File: config.mk
export PLATFORM = sky130hd
export DESIGN_NAME = lc3_mem_sequencer
export DESIGN_NICKNAME = d
export VERILOG_FILES = /design/src/rtl/lc3_mem_pkg.sv /design/src/rtl/lc3_mem_timer.sv /design/src/rtl/lc3_mem_sequencer.sv
export SDC_FILE = /design/constraint.sdc
export NUM_CORES = 1
export LEC_CHECK = 0
export CORE_MARGIN = 10
export CORE_UTILIZATION = 45
export DETAILED_ROUTE_END_ITERATION = 10
export PLACE_DENSITY = 0.72
export SLEW_MARGIN = 20
export SYNTH_ARGS = -nofsm -noshare
export SYNTH_HDL_FRONTEND = slang
export SYNTH_SLANG_ARGS = --single-unit
File: constraint.sdc
create_clock -name clock -period 5.6 [get_ports clock]
set_clock_uncertainty 0.2 [all_clocks]
set_input_delay 0.84 -clock clock [delete_from_list [all_inputs] [get_ports clock]]
set_output_delay 0.84 -clock clock [all_outputs]
set_load 0.01 [all_outputs]
File: src/rtl/lc3_mem_pkg.sv
// Shared types for the LC3 data-memory access stage: op classes, state encoding
// (shared with the controller and its golden model) and the idle bus address.
package lc3_mem_pkg;

  typedef enum logic [1:0] {
    OP_LOAD      = 2'd0,
    OP_STORE     = 2'd1,
    OP_LOAD_IND  = 2'd2,
    OP_STORE_IND = 2'd3
  } mem_op_t;

  typedef enum logic [1:0] {
    ST_READ  = 2'd0,
    ST_IND   = 2'd1,
    ST_WRITE = 2'd2,
    ST_IDLE  = 2'd3
  } mem_state_t;

  localparam logic [15:0] MEM_IDLE_ADDR = 16'h0000;

  // First memory phase for a freshly accepted op.
  function automatic mem_state_t first_state(input mem_op_t op);
    case (op)
      OP_LOAD:  first_state = ST_READ;
      OP_STORE: first_state = ST_WRITE;
      default:  first_state = ST_IND;
    endcase
  endfunction

endpackage

File: src/rtl/lc3_mem_timer.sv
// Per-phase wait counter; expired flags the last allowed cycle of a memory phase.
module lc3_mem_timer #(
  parameter int TIMEOUT = 16
) (
  input  logic clock,
  input  logic reset,
  input  logic clear,
  input  logic count_en,
  output logic expired
);

  localparam int W = (TIMEOUT < 2) ? 1 : $clog2(TIMEOUT);

  logic [W-1:0] cnt_q, cnt_d;

  always_comb begin
    cnt_d = cnt_q;
    if (clear)         cnt_d = '0;
    else if (count_en) cnt_d = cnt_q + 1'b1;
  end

  always_ff @(posedge clock or negedge reset) begin
    if (!reset) cnt_q <= '0;
    else        cnt_q <= cnt_d;
  end

  assign expired = (cnt_q == W'(TIMEOUT - 1));

endmodule

File: src/rtl/lc3_mem_sequencer.sv
// LC3 memory stage: sequences LD/ST and indirect LDI/STI over a handshaked
// data memory, with a per-phase timeout. All outputs are registered.
module lc3_mem_sequencer
  import lc3_mem_pkg::*;
#(
  parameter int TIMEOUT = 16
) (
  input  logic        clock,
  input  logic        reset,
  input  logic        start,
  input  logic [1:0]  mem_op,
  input  logic [15:0] M_addr,
  input  logic [15:0] M_Data,
  input  logic [15:0] Data_dout,
  input  logic        complete_data,
  output logic [15:0] Data_addr,
  output logic [15:0] Data_din,
  output logic        Data_rd,
  output logic [15:0] memout,
  output logic [1:0]  mem_state,
  output logic        busy,
  output logic        done,
  output logic        timeout_err
);

  mem_state_t  state_q;
  mem_op_t     op_q, op_d;
  logic [15:0] addr_q, data_q, ind_q;
  logic [15:0] daddr_q, ddin_q, memout_q;
  logic        drd_q, busy_q, done_q, terr_q;

  logic expired, abort, tmr_clear, use_ind;

  assign op_d      = mem_op_t'(mem_op);
  assign abort     = (state_q != ST_IDLE) && !complete_data && expired;
  assign tmr_clear = (state_q == ST_IDLE) || complete_data || expired;
  // Second phase of an indirect op addresses the pointer fetched in IND.
  assign use_ind   = (state_q != ST_IND) && (op_q inside {OP_LOAD_IND, OP_STORE_IND});

  lc3_mem_timer #(.TIMEOUT(TIMEOUT)) u_timer (
    .clock    (clock),
    .reset    (reset),
    .clear    (tmr_clear),
    .count_en (!complete_data),
    .expired  (expired)
  );

  always_ff @(posedge clock or negedge reset) begin
    if (!reset) begin
      state_q  <= ST_IDLE;
      op_q     <= OP_LOAD;
      addr_q   <= '0;
      data_q   <= '0;
      ind_q    <= '0;
      daddr_q  <= MEM_IDLE_ADDR;
      ddin_q   <= '0;
      memout_q <= '0;
      drd_q    <= 1'b1;
      busy_q   <= 1'b0;
      done_q   <= 1'b0;
      terr_q   <= 1'b0;
    end else begin
      done_q <= 1'b0;
      unique case (state_q)
        ST_IDLE: begin
          drd_q <= 1'b1;
          if (start) begin
            op_q    <= op_d;
            addr_q  <= M_addr;
            data_q  <= M_Data;
            terr_q  <= 1'b0;
            busy_q  <= 1'b1;
            daddr_q <= M_addr;
            state_q <= first_state(op_d);
            if (op_d == OP_STORE) begin
              drd_q  <= 1'b0;
              ddin_q <= M_Data;
            end
          end
        end
        ST_IND: begin
          daddr_q <= addr_q;
          if (complete_data) begin
            ind_q   <= Data_dout;
            daddr_q <= Data_dout;
            if (op_q == OP_STORE_IND) begin
              state_q <= ST_WRITE;
              drd_q   <= 1'b0;
              ddin_q  <= data_q;
            end else begin
              state_q <= ST_READ;
            end
          end
        end
        ST_READ, ST_WRITE: begin
          daddr_q <= use_ind ? ind_q : addr_q;
          if (complete_data) begin
            if (state_q == ST_READ) memout_q <= Data_dout;
            state_q <= ST_IDLE;
            busy_q  <= 1'b0;
            done_q  <= 1'b1;
            drd_q   <= 1'b1;
          end
        end
      endcase
      // Abort overrides any phase that ran out of wait budget.
      if (abort) begin
        state_q <= ST_IDLE;
        busy_q  <= 1'b0;
        done_q  <= 1'b1;
        drd_q   <= 1'b1;
        terr_q  <= 1'b1;
      end
    end
  end

  assign Data_addr   = daddr_q;
  assign Data_din    = ddin_q;
  assign Data_rd     = drd_q;
  assign memout      = memout_q;
  assign mem_state   = state_q;
  assign busy        = busy_q;
  assign done        = done_q;
  assign timeout_err = terr_q;

endmodule

# Word-level counts from Yosys, hierarchy flattened
# Index checks and enable logic that the tools add are counted.
[totals]
reg_bits = 108
elab_cells = 89
[classes]
addsub = 1
eq_ne = 18
n_mux = 35
n_reduce_logical = 22
[op_table]
columns = ["operator", "count"]
rows = [
  ["16-bit two-way mux", 7],
  ["16-bit one-hot mux with 3 select lines", 1],
  ["16-bit one-hot mux with 2 select lines", 1],
  ["1-bit two-way mux", 15],
  ["3-bit != test, second input constant", 4],
  ["3-bit AND reduction", 4],
  ["2-bit two-way mux", 5],
  ["2-bit equality test, second input constant", 4],
  ["4-bit two-way mux", 2],
  ["2-bit != test, second input constant", 4],
  ["2-bit nonzero test", 4],
  ["2-bit by 1-bit != test with 1-bit output, second input constant", 3],
  ["2-bit one-hot mux with 3 select lines", 1],
  ["2-bit AND reduction", 3],
  ["5-bit AND reduction", 1],
  ["4-bit by 1-bit adder with 4-bit output, second input constant", 1],
  ["2-bit by 1-bit equality test with 1-bit output, second input constant", 2],
  ["4-bit equality test, second input constant", 1],
  ["2-bit zero test", 2],
  ["2-bit one-hot mux with 2 select lines", 1],
  ["1-bit logical AND", 3],
  ["1-bit one-hot mux with 3 select lines", 1],
  ["3-bit nonzero test", 1],
  ["1-bit logical OR", 2],
  ["other kinds (3)", 3],
]

# Logic depth before layout (Yosys ltp)
# Gate-level depths: netlist of the first run.
[depth]
ltp_word = 5
depth_mapped = 6
depth_no_buf = 4

# Cells and area by module
# A second synthesis of the first run with hierarchy kept.
[hier_totals]
cells_unflattened = 370
area_unflattened_um2 = 5151.2
[modules_own_cells]
columns = ["mod", "instances", "cells_per_inst", "area_each_um2", "seq_area_each_um2"]
rows = [
  ["lc3_mem_sequencer", 1, 353, 4952.2, 2606.2],
  ["lc3_mem_timer", 1, 17, 198.9, 100.1],
]

# Worst setup path after synthesis of the first run
# OpenSTA, ideal clock, no wires.
[synth_path]
kind = "input to register"
from = "input port complete_data"
to = "register memout_q[10] (netlist: memout[10])"
setup_ns = 0.125
arrival_ns = 1.915
t_required_ns = 5.275
slack_ns = 3.360
stages = 6
path_buffers = 3
path_cell_list = "buf_4 -> nor2b_1 -> nor2b_1 -> buf_2 -> buf_4 -> mux2_2"
[synth_via]
elab_chain_len = 1
[synth_lines]
columns = ["item", "line", "text"]
rows = [
  ["start: declaration", "lc3_mem_sequencer.sv:15", "input logic complete_data,"],
  ["3-bit AND reduction (no source line)", "--", ""],
  ["end signal: assignment", "lc3_mem_sequencer.sv:98", "if (state_q == ST_READ) memout_q <= Data_dout;"],
  ["end: declaration", "lc3_mem_sequencer.sv:29", "logic [15:0] daddr_q, ddin_q, memout_q;"],
]
# No other way between the ends.
# A chain may end at the register's enable or synchronous reset.

# Final worst setup path of the first run
[layout_path]
from = "input port complete_data"
to = "register ddin_q[4] (netlist: Data_din[4])"
[layout_via]
elab_chain_len = 2
[layout_lines]
columns = ["item", "line", "text"]
rows = [
  ["2-bit != test (no source line)", "--", ""],
  ["5-bit AND reduction (no source line)", "--", ""],
  ["end signal: assignment", "lc3_mem_sequencer.sv:77", "ddin_q <= M_Data;"],
  ["end signal: assignment", "lc3_mem_sequencer.sv:89", "ddin_q <= data_q;"],
  ["end: declaration", "lc3_mem_sequencer.sv:29", ""],
]
# No other way between the ends.

==> reports/metrics.csv, run 1 <==
stage,metric,value,unit
run_status,outcome,"complete, no violations",
setup_path,CP max-delay cell,clkdlybuf4s50_1,
routing,WL/cell,19.6,µm
routing,Vias per Instance,5.43,
timing,setup TNS,0,ns
layout,design area,6340,µm²
floorplan,Die ar.,15800,µm²
setup_path,WP data arrival,3.48,ns
timing,Final Critical Period,3.43,ns
timing,fmax,291,MHz
synth,"EDFF count, synth",0,
global_route,met3 Use GR,0.0418,
synth,Seq cells post-synth,108,
synth,async set-reset flop share out of synthesis,1.00,
global_route,GRT Overall Usage,0.148,
placed_design,Final Wtd Congestion,0.773,
clock_network,H-tree Lvls,3,
routing,DRT Pass-1 Iters,4,
routing,DRT iter0 DRCs,151,
layout,n_diodes,0,
setup_path,Worst EP required,5.65,ns
power,Max rail drop VDD,0.244,mV
timing,slew margin rel.,0.312,
clock_network,clock tree buffer depth,2,
power,Static Leak,2.70,nW
timing,RSZ-0062 raised after global routing,no,
synth,sequential area share after synthesis,0.540,
synth,ys flop type,dfrtp_1,
clock_network,"Reg clk slew, reported paths",0.10,ns
global_route,GR peak layer,met2,
setup_path,Crit Path Max Fanout,17,
routing,post-route ant nets,0,
clock_network,hold buffers post-CTS,0,
synth,Post-Synthesis Cell Area,5010,µm²
setup_path,CP cell instances,clkdlybuf4s50_1 -> nand3b_4 -> o22ai_4 -> mux2_2,
layout,Layout area overhead,26.5,%
synth,Synthesis Warnings,0,
layout,Fillers,898,
power,Logic pwr share,0.446,
clock_network,cts bufs inserted,9,
timing,final hold violation count,0,
clock_network,CTS resizes,0,
routing,Via Count,3252,
routing,DRC viols,0,
setup_path,crit-path max cell delay,1.12,ns
floorplan,die height,126,µm
global_route,met1 Use GR,0.178,
setup_path,startpoint types,primary input,
floorplan,Die W,126,µm
timing,final setup vio count,0,
timing,Final Cycle Share,0.613,
clock_network,Post CTS Setup Buffer Count,0,
setup_path,critical path class,in -> reg,
floorplan,# IOs,108,
placed_design,port bufs,107,
layout,fin nets,509,
floorplan,FP Rows,38,
placed_design,post-placement cell area,6160,µm²
synth,Post-Synthesis Cells,354,
clock_network,Worst-Skew Late Latency,0.36,ns
global_route,vias in the first global route,3568,
power,NetSw,1.13,mW
power,clock share of power,0.128,
timing,Final Max Tran Viols,0,
global_route,first-pass GRT wire length,19200,µm
placed_design,Post-DP HPWL,8180,µm
synth,syn nets,409,
routing,total wire length,11800,µm
clock_network,CTS tree,built,
global_route,antenna violations before repair,0,
power,Seq pwr share,0.426,
synth,synthesized area per cell,14.2,µm²
clock_network,root buf cell,clkbuf_8,
job,max-cap violations,0,
power,Sw Share,0.334,
global_route,gr ovfl total,0,
global_route,met2 Use GR,0.252,
setup_path,Worst Setup End Kind,flop,
power,P per Cell Area,535,nW/µm²
synth,Cell variety after synth,39,
global_route,largest net degree at the start of global routing,73,
hold_path,Hold WC Path Type,reg -> reg,
power,Int Power,2.26,mW
floorplan,CORE AREA,10900,µm²
timing,Slew @ Worst Pin,1.03,ns
layout,share of post-route cells with drive strength above 1,0.314,
floorplan,Initial Utilization,0.461,
clock_network,Sink Count,108,
## critical path: cells and delay by family
kind | cells | cell delay, ns
buffers and inverters | 1 | 1.12
AO/OA/AOI/OAI | 1 | 0.71
multiplexers | 1 | 0.41
AND/OR/NAND/NOR | 1 | 0.39
## path summary, 6_finish.rpt
kind | depth (start not counted) | slack [ns] | startpoint | endpoint
setup / recovery | 4 | 2.17 | complete_data | Data_din[4]$_DFFE_PN0P_
hold / removal | 1 | 0.28 | u_timer.cnt_q[0]$_DFFE_PN0P_ | u_timer.cnt_q[0]$_DFFE_PN0P_
setup reg to reg | 3 | 2.73 | mem_state[0]$_DFFE_PN1P_ | Data_din[4]$_DFFE_PN0P_
hold reg to reg | 1 | 0.28 | u_timer.cnt_q[0]$_DFFE_PN0P_ | u_timer.cnt_q[0]$_DFFE_PN0P_
max in group asynchronous | 2 | 3.74 | reset | data_q[1]$_DFFE_PN0P_
min in group asynchronous | 1 | 0.37 | reset | memout[7]$_DFFE_PN0P_
## metal layers
layer | part of all wire | wire (µm) | vias up
li1 | - | - | 1491
met1 | 0.42 | 4980 | 1678
met2 | 0.51 | 5970 | 74
met3 | 0.057 | 669 | 9
met4 | 0.011 | 134 | 0
met5 | 0 | 0 | -
## power by group through the flow
stage               sequential (mW)  combinational [mW]  clock [mW]
floorplan                      1.45               0.900           0
global placement               1.44                1.50           0
detailed placement             1.46                1.53           0
CTS                            1.44                1.54       0.448
global route                   1.50                1.65       0.480
finish                         1.45                1.51       0.434
## stage by stage
stage | power (mW) | utilization | setup slack, ns | instances | hold slack [ns]
2_1_floorplan | 2.35 | - | 3.36 | 354 | 0.230
3_3_place_gp | 2.94 | 0.566 | 1.79 | 583 | 0.247
3_5_place_dp | 2.99 | 0.566 | 1.76 | 583 | 0.263
4_1_cts | 3.43 | 0.582 | 2.15 | 599 | 0.277
5_1_grt | 3.62 | 0.583 | 2.01 | 599 | 0.298
6_report | 3.39 | 0.583 | 2.17 | 599 | 0.277
## final cells by class
type	count	area (µm²)	share of cell area
Clock inverter	7	50.0	0.00789
Timing Repair Buffer	112	1110	0.174
Tap cell	140	175	0.0276
Inverter	4	15.0	0.00237
Sequential cell	108	2710	0.427
Clock buffer	9	124	0.0195
Multi-Input combinational cell	219	2170	0.341
## cell families after synthesis
logic type | count (synthesis) | synth area share
buffers and inverters | 27 | 0.0304
AOI/OAI and AO/OA | 37 | 0.0554
adders and majority gates | 1 | 0.00249
xor gates and xnor gates | 2 | 0.00349
DFF | 108 | 0.540
and+or+nand+nor | 35 | 0.0392
muxes | 144 | 0.329
## state kept, by name (all words and copies together), names as in the netlist
signal         flops
data_q            16
memout            16
Data_rd            1
mem_state          2
Data_din          16
u_timer.cnt_q      4
timeout_err        1
Data_addr         16
op_q               2
busy               1
done               1
ind_q             16
addr_q            16
## cells in the mapped netlist, drive strengths merged (3+ instances only)
library cell  number  area (µm²)
inv                4        15.0
nor2b              8        50.1
mux2             114        1350
o21ai              4        20.0
nand3              3        20.0
mux2i             30         300
dfstp              3        78.8
a211oi             5        37.5
dfrtp            105        2630
buf               20         126
clkbuf             3        11.3
nand2             14        52.6
a21oi              9        45.0
o221ai            10        87.6
## cell usage in the layout, fill, tap and decap left out, types with 9 or more instances in the layout
cell type,synthesis,final
mux2_2,96,96
mux2i_1,30,30
nand2_1,14,14
a21oi_1,9,9
clkbuf_8,0,9
mux2_4,18,18
dfrtp_1,105,105
o221ai_1,10,10
clkdlybuf4s50_1,0,106
Note: power is estimated with default switching activity, not from simulation.
==> run 2: changes to the inputs <==
==> constraint.sdc (replaced) <==
create_clock -name clock -period 3.44 [get_ports clock]
set_clock_uncertainty 0.2 [all_clocks]
set_input_delay 0.516 -clock clock [delete_from_list [all_inputs] [get_ports clock]]
set_output_delay 0.516 -clock clock [all_outputs]
set_load 0.01 [all_outputs]
==> reports/metrics.csv, run 2 (synthesis results as in run 1) <==
stage,metric,value,unit
run_status,outcome,"complete, no violations",
floorplan,die height,126,µm
clock_network,clock tree buffer depth,2,
clock_network,root buf cell,clkbuf_8,
placed_design,Setup WS pre-CTS,0.615,ns
floorplan,Initial Utilization,0.461,
layout,fin nets,515,
power,Static Leak,2.76,nW
routing,DRT Pass-1 Iters,4,
timing,Final Max Tran Viols,0,
routing,DRC viols,0,
routing,post-route ant nets,0,
timing,RSZ-0062 raised after global routing,no,
global_route,met3 Use GR,0.0338,
clock_network,H-tree Lvls,3,
routing,WL/cell,19.5,µm
floorplan,# IOs,108,
layout,most frequent cells in the layout,"clkdlybuf4s50_1, dfrtp_1, mux2_2",
layout,n_diodes,0,
clock_network,Post CTS Setup Buffer Count,0,
setup_path,r2r setup slk,0.89,ns
placed_design,Placed Cells,588,
global_route,antenna violations before repair,0,
clock_network,Sink Count,108,
job,max-cap violations,0,
power,Max rail drop VDD,0.421,mV
clock_network,CTS tree,built,
timing,Final Critical Period,2.55,ns
layout,share of post-route cells with drive strength above 1,0.320,
global_route,gr ovfl total,0,
clock_network,"Reg clk slew, reported paths",0.11,ns
global_route,met2 Use GR,0.262,
layout,Layout area overhead,28.7,%
routing,Vias per Instance,5.34,
setup_path,WP data arrival,2.61,ns
global_route,GRT Overall Usage,0.151,
placed_design,Final Wtd Congestion,0.764,
power,P per Cell Area,882,nW/µm²
setup_path,startpoint types,flop,
routing,DRT iter0 DRCs,195,
setup_path,Worst Setup End Kind,flop,
floorplan,Die W,126,µm
setup_path,critical path class,reg -> reg,
global_route,met1 Use GR,0.179,
global_route,first-pass GRT wire length,19600,µm
timing,fmax,393,MHz
global_route,vias in the first global route,3702,
placed_design,Post-DP HPWL,8310,µm
timing,Slew @ Worst Pin,0.790,ns
timing,slew margin rel.,0.474,
setup_path,Worst EP required,3.50,ns
clock_network,cts bufs inserted,9,
floorplan,CORE AREA,10900,µm²
placed_design,port bufs,107,
layout,"most common cell after layout, fill and taps aside",clkdlybuf4s50_1,
timing,final setup vio count,0,
timing,Final Cycle Share,0.740,
clock_network,Worst-Skew Late Latency,0.37,ns
power,total power,5.70,mW
timing,setup TNS,0,ns
global_route,GR peak layer,met2,
hold_path,Hold WC Path Type,reg -> reg,
routing,total wire length,11800,µm
floorplan,Die ar.,15800,µm²
timing,final hold violation count,0,
global_route,largest net degree at the start of global routing,73,
routing,Via Count,3231,
setup_path,Crit Path Max Fanout,17,
layout,final non-filler cell total,605,
timing,PnR worst setup slack,0.893,ns
floorplan,FP Rows,38,
-- run 2: worst max-delay path, cell delays in order, from the launching register on --
cell and delay, ns:
dfstp_2 0.70, buf_4 0.27, nand2_1 0.19, o22ai_4 0.64, mux2_2 0.42
-- run 2: layer usage --
layer	vias up	routed length (µm)	part of all wire
met3	12	502	0.043
li1	1499	-	-
met2	65	6120	0.52
met1	1655	5000	0.42
met5	-	0	0
met4	0	157	0.013
-- run 2: per-stage QoR --
step                      hold slack (ns)  cell area (µm²)  utilization
after floorplan                    0.0204             5010            -
final                               0.275             6450        0.593
after global placement              0.253             6230        0.572
after CTS                           0.274             6450        0.593
after global routing                0.317             6450        0.593
after detailed placement            0.258             6230        0.572
-- run 2: timing repair --
action,CTS,global route
resized for setup,0,0
hold buffers,1,0
hold endpoints to repair,36,0
-- run 2: final cells by class --
cell class / count / area [µm²]
Fill cell: 894 / 4430
Sequential cell: 108 / 2710
Multi-Input combinational cell: 219 / 2160
Timing Repair Buffer: 118 / 1180
Tap cell: 140 / 175
Clock buffer: 10 / 138
Clock inverter: 6 / 80.1
Inverter: 4 / 15.0
-- run 2: where the power goes --
part / switching (mW) / leakage, nW / internal (mW)
clock network: 0.465 / 0.108 / 0.374
registers: 0.395 / 1.29 / 1.91
logic: 1.02 / 1.36 / 1.54
total: 1.88 / 2.76 / 3.82
-- run 2: worst paths after layout --
path,startpoint,end,cells after the start
worst max-delay path,mem_state[0]$_DFFE_PN1P_,Data_din[4]$_DFFE_PN0P_,4
worst min-delay path,Data_rd$_DFFE_PN1P_,Data_rd$_DFFE_PN1P_,2
worst max register to register,mem_state[0]$_DFFE_PN1P_,Data_din[4]$_DFFE_PN0P_,4
worst min register to register,Data_rd$_DFFE_PN1P_,Data_rd$_DFFE_PN1P_,2
max in group asynchronous,reset,mem_state[1]$_DFFE_PN1P_,3
min in group asynchronous,reset,addr_q[8]$_DFFE_PN0P_,2
==> run 3: changes to the inputs <==
==> constraint.sdc (replaced) <==
create_clock -name clock -period 2.61 [get_ports clock]
set_clock_uncertainty 0.2 [all_clocks]
set_input_delay 0.3915 -clock clock [delete_from_list [all_inputs] [get_ports clock]]
set_output_delay 0.3915 -clock clock [all_outputs]
set_load 0.01 [all_outputs]
==> reports/metrics.csv, run 3 (synthesis results as in run 1) <==
stage,metric,value,unit
run_status,outcome,"complete, no violations",
setup_path,WP data arrival,1.76,ns
routing,total wire length,11800,µm
layout,share of post-route cells with drive strength above 1,0.327,
placed_design,Setup WS pre-CTS,0.342,ns
clock_network,Sink Count,108,
floorplan,Initial Utilization,0.461,
layout,Layout area overhead,29.5,%
floorplan,# IOs,108,
timing,final hold violation count,0,
layout,n_diodes,0,
layout,Fillers,902,
global_route,GRT Overall Usage,0.148,
routing,DRT iter0 DRCs,184,
routing,DRC viols,0,
layout,most frequent cells in the layout,"clkdlybuf4s50_1, dfrtp_1, mux2_2",
clock_network,"Reg clk slew, reported paths",0.10,ns
timing,Final Critical Period,2.35,ns
routing,post-route ant nets,0,
setup_path,startpoint types,flop,
setup_path,CP cell instances,clkdlybuf4s50_1,
clock_network,root buf cell,clkbuf_8,
timing,RSZ-0062 raised after global routing,no,
power,clock share of power,0.139,
layout,register area,2710,µm²
timing,slew margin rel.,0.613,
clock_network,CTS resizes,0,
setup_path,crit-path max cell delay,0.78,ns
global_route,first-pass GRT wire length,19200,µm
global_route,antenna violations before repair,0,
timing,Slew @ Worst Pin,0.580,ns
placed_design,port bufs,107,
hold_path,Hold WC Path Type,reg -> reg,
setup_path,CP max-delay cell,dfstp_2,
power,NetSw,2.44,mW
setup_path,Worst Setup End Kind,output port,
clock_network,clock tree buffer depth,2,
clock_network,CTS tree,built,
clock_network,Worst-Skew Late Latency,0.37,ns
floorplan,Die ar.,15800,µm²
routing,Via Count,3257,
timing,Final Max Tran Viols,0,
power,Logic pwr share,0.455,
layout,Multi-input gate area,2160,µm²
layout,"most common cell after layout, fill and taps aside",clkdlybuf4s50_1,
routing,WL/cell,19.3,µm
layout,fin nets,521,
global_route,largest net degree at the start of global routing,43,
floorplan,CORE AREA,10900,µm²
timing,Final Cycle Share,0.902,
floorplan,Die W,126,µm
job,max-cap violations,0,
clock_network,cts bufs inserted,9,
placed_design,Post-DP HPWL,8290,µm
setup_path,worst path bufs/invs,1,
power,Static Leak,2.78,nW
routing,DRT Pass-1 Iters,4,
setup_path,"CP delay by family, top",flip-flops,
global_route,vias in the first global route,3580,
power,Seq pwr share,0.406,
timing,fmax,425,MHz
power,P per Cell Area,1150,nW/µm²
setup_path,Crit Path Max Fanout,17,
setup_path,critical path class,reg -> out,
power,Max rail drop VDD,0.499,mV
global_route,gr ovfl total,0,
timing,final setup vio count,0,
routing,Vias per Instance,5.33,
setup_path,Worst EP required,2.02,ns
floorplan,FP Rows,38,
power,Int Power,5.02,mW
placed_design,Final Wtd Congestion,0.748,
power,Sw Share,0.328,
floorplan,die height,126,µm
timing,setup TNS,0,ns
clock_network,H-tree Lvls,3,
timing,PnR worst setup slack,0.256,ns
[run 3: layout make-up]
| class | instances | share of cell area |
|---|---|---|
| Clock inverter | 6 | 0.0112 |
| Tap cell | 140 | 0.0270 |
| Sequential cell | 108 | 0.417 |
| Timing Repair Buffer | 124 | 0.190 |
| Multi-Input combinational cell | 219 | 0.333 |
| Inverter | 4 | 0.00231 |
| Clock buffer | 10 | 0.0197 |
[run 3: final timing paths]
kind	start	end	slack, ns	cells after the start
setup / recovery	mem_state[1]$_DFFE_PN1P_	mem_state[1]	0.26	1
max in group asynchronous	reset	ind_q[0]$_DFFE_PN0P_	1.21	3
setup reg to reg	mem_state[0]$_DFFE_PN1P_	Data_din[6]$_DFFE_PN0P_	0.44	4
hold / removal	u_timer.cnt_q[0]$_DFFE_PN0P_	u_timer.cnt_q[0]$_DFFE_PN0P_	0.28	1
min in group asynchronous	reset	Data_addr[7]$_DFFE_PN0P_	0.33	2
hold reg to reg	u_timer.cnt_q[0]$_DFFE_PN0P_	u_timer.cnt_q[0]$_DFFE_PN0P_	0.28	1
[run 3: layer usage]
metal / GRT usage / wire, µm / part of all wire / vias up
met2: 0.256 / 6020 / 0.51 / 72
met4: 0.0332 / 110 / 0.0093 / 0
met1: 0.178 / 5050 / 0.43 / 1669
met5: 0 / 0 / 0 / -
met3: 0.0439 / 597 / 0.051 / 8
li1: - / - / - / 1508
[run 3: timing repair]
action	4_1_cts	5_1_grt
hold buffers	1	0
buffers inserted	0	0
setup endpoints to repair	0	0
endpoints found under the hold margin	36	0
[run 3: through the flow]
stage | hold WS (ns) | cell area (µm²) | cells | total power, mW | util
2_1_floorplan | -0.104 | 5010 | 354 | 5.04 | -
3_3_place_gp | 0.217 | 6280 | 594 | 6.38 | 0.577
3_5_place_dp | 0.227 | 6280 | 594 | 6.51 | 0.577
4_1_cts | 0.285 | 6490 | 611 | 7.57 | 0.596
5_1_grt | 0.306 | 6490 | 611 | 7.95 | 0.596
6_report | 0.281 | 6490 | 611 | 7.46 | 0.596
[run 3: power by group through the flow]
stage	sequential [mW]	clock [mW]	combinational [mW]
floorplan	3.10	0	1.93
global placement	3.02	0	3.36
detailed placement	3.06	0	3.44
CTS	3.04	1.07	3.46
global route	3.14	1.14	3.68
finish	3.03	1.04	3.39
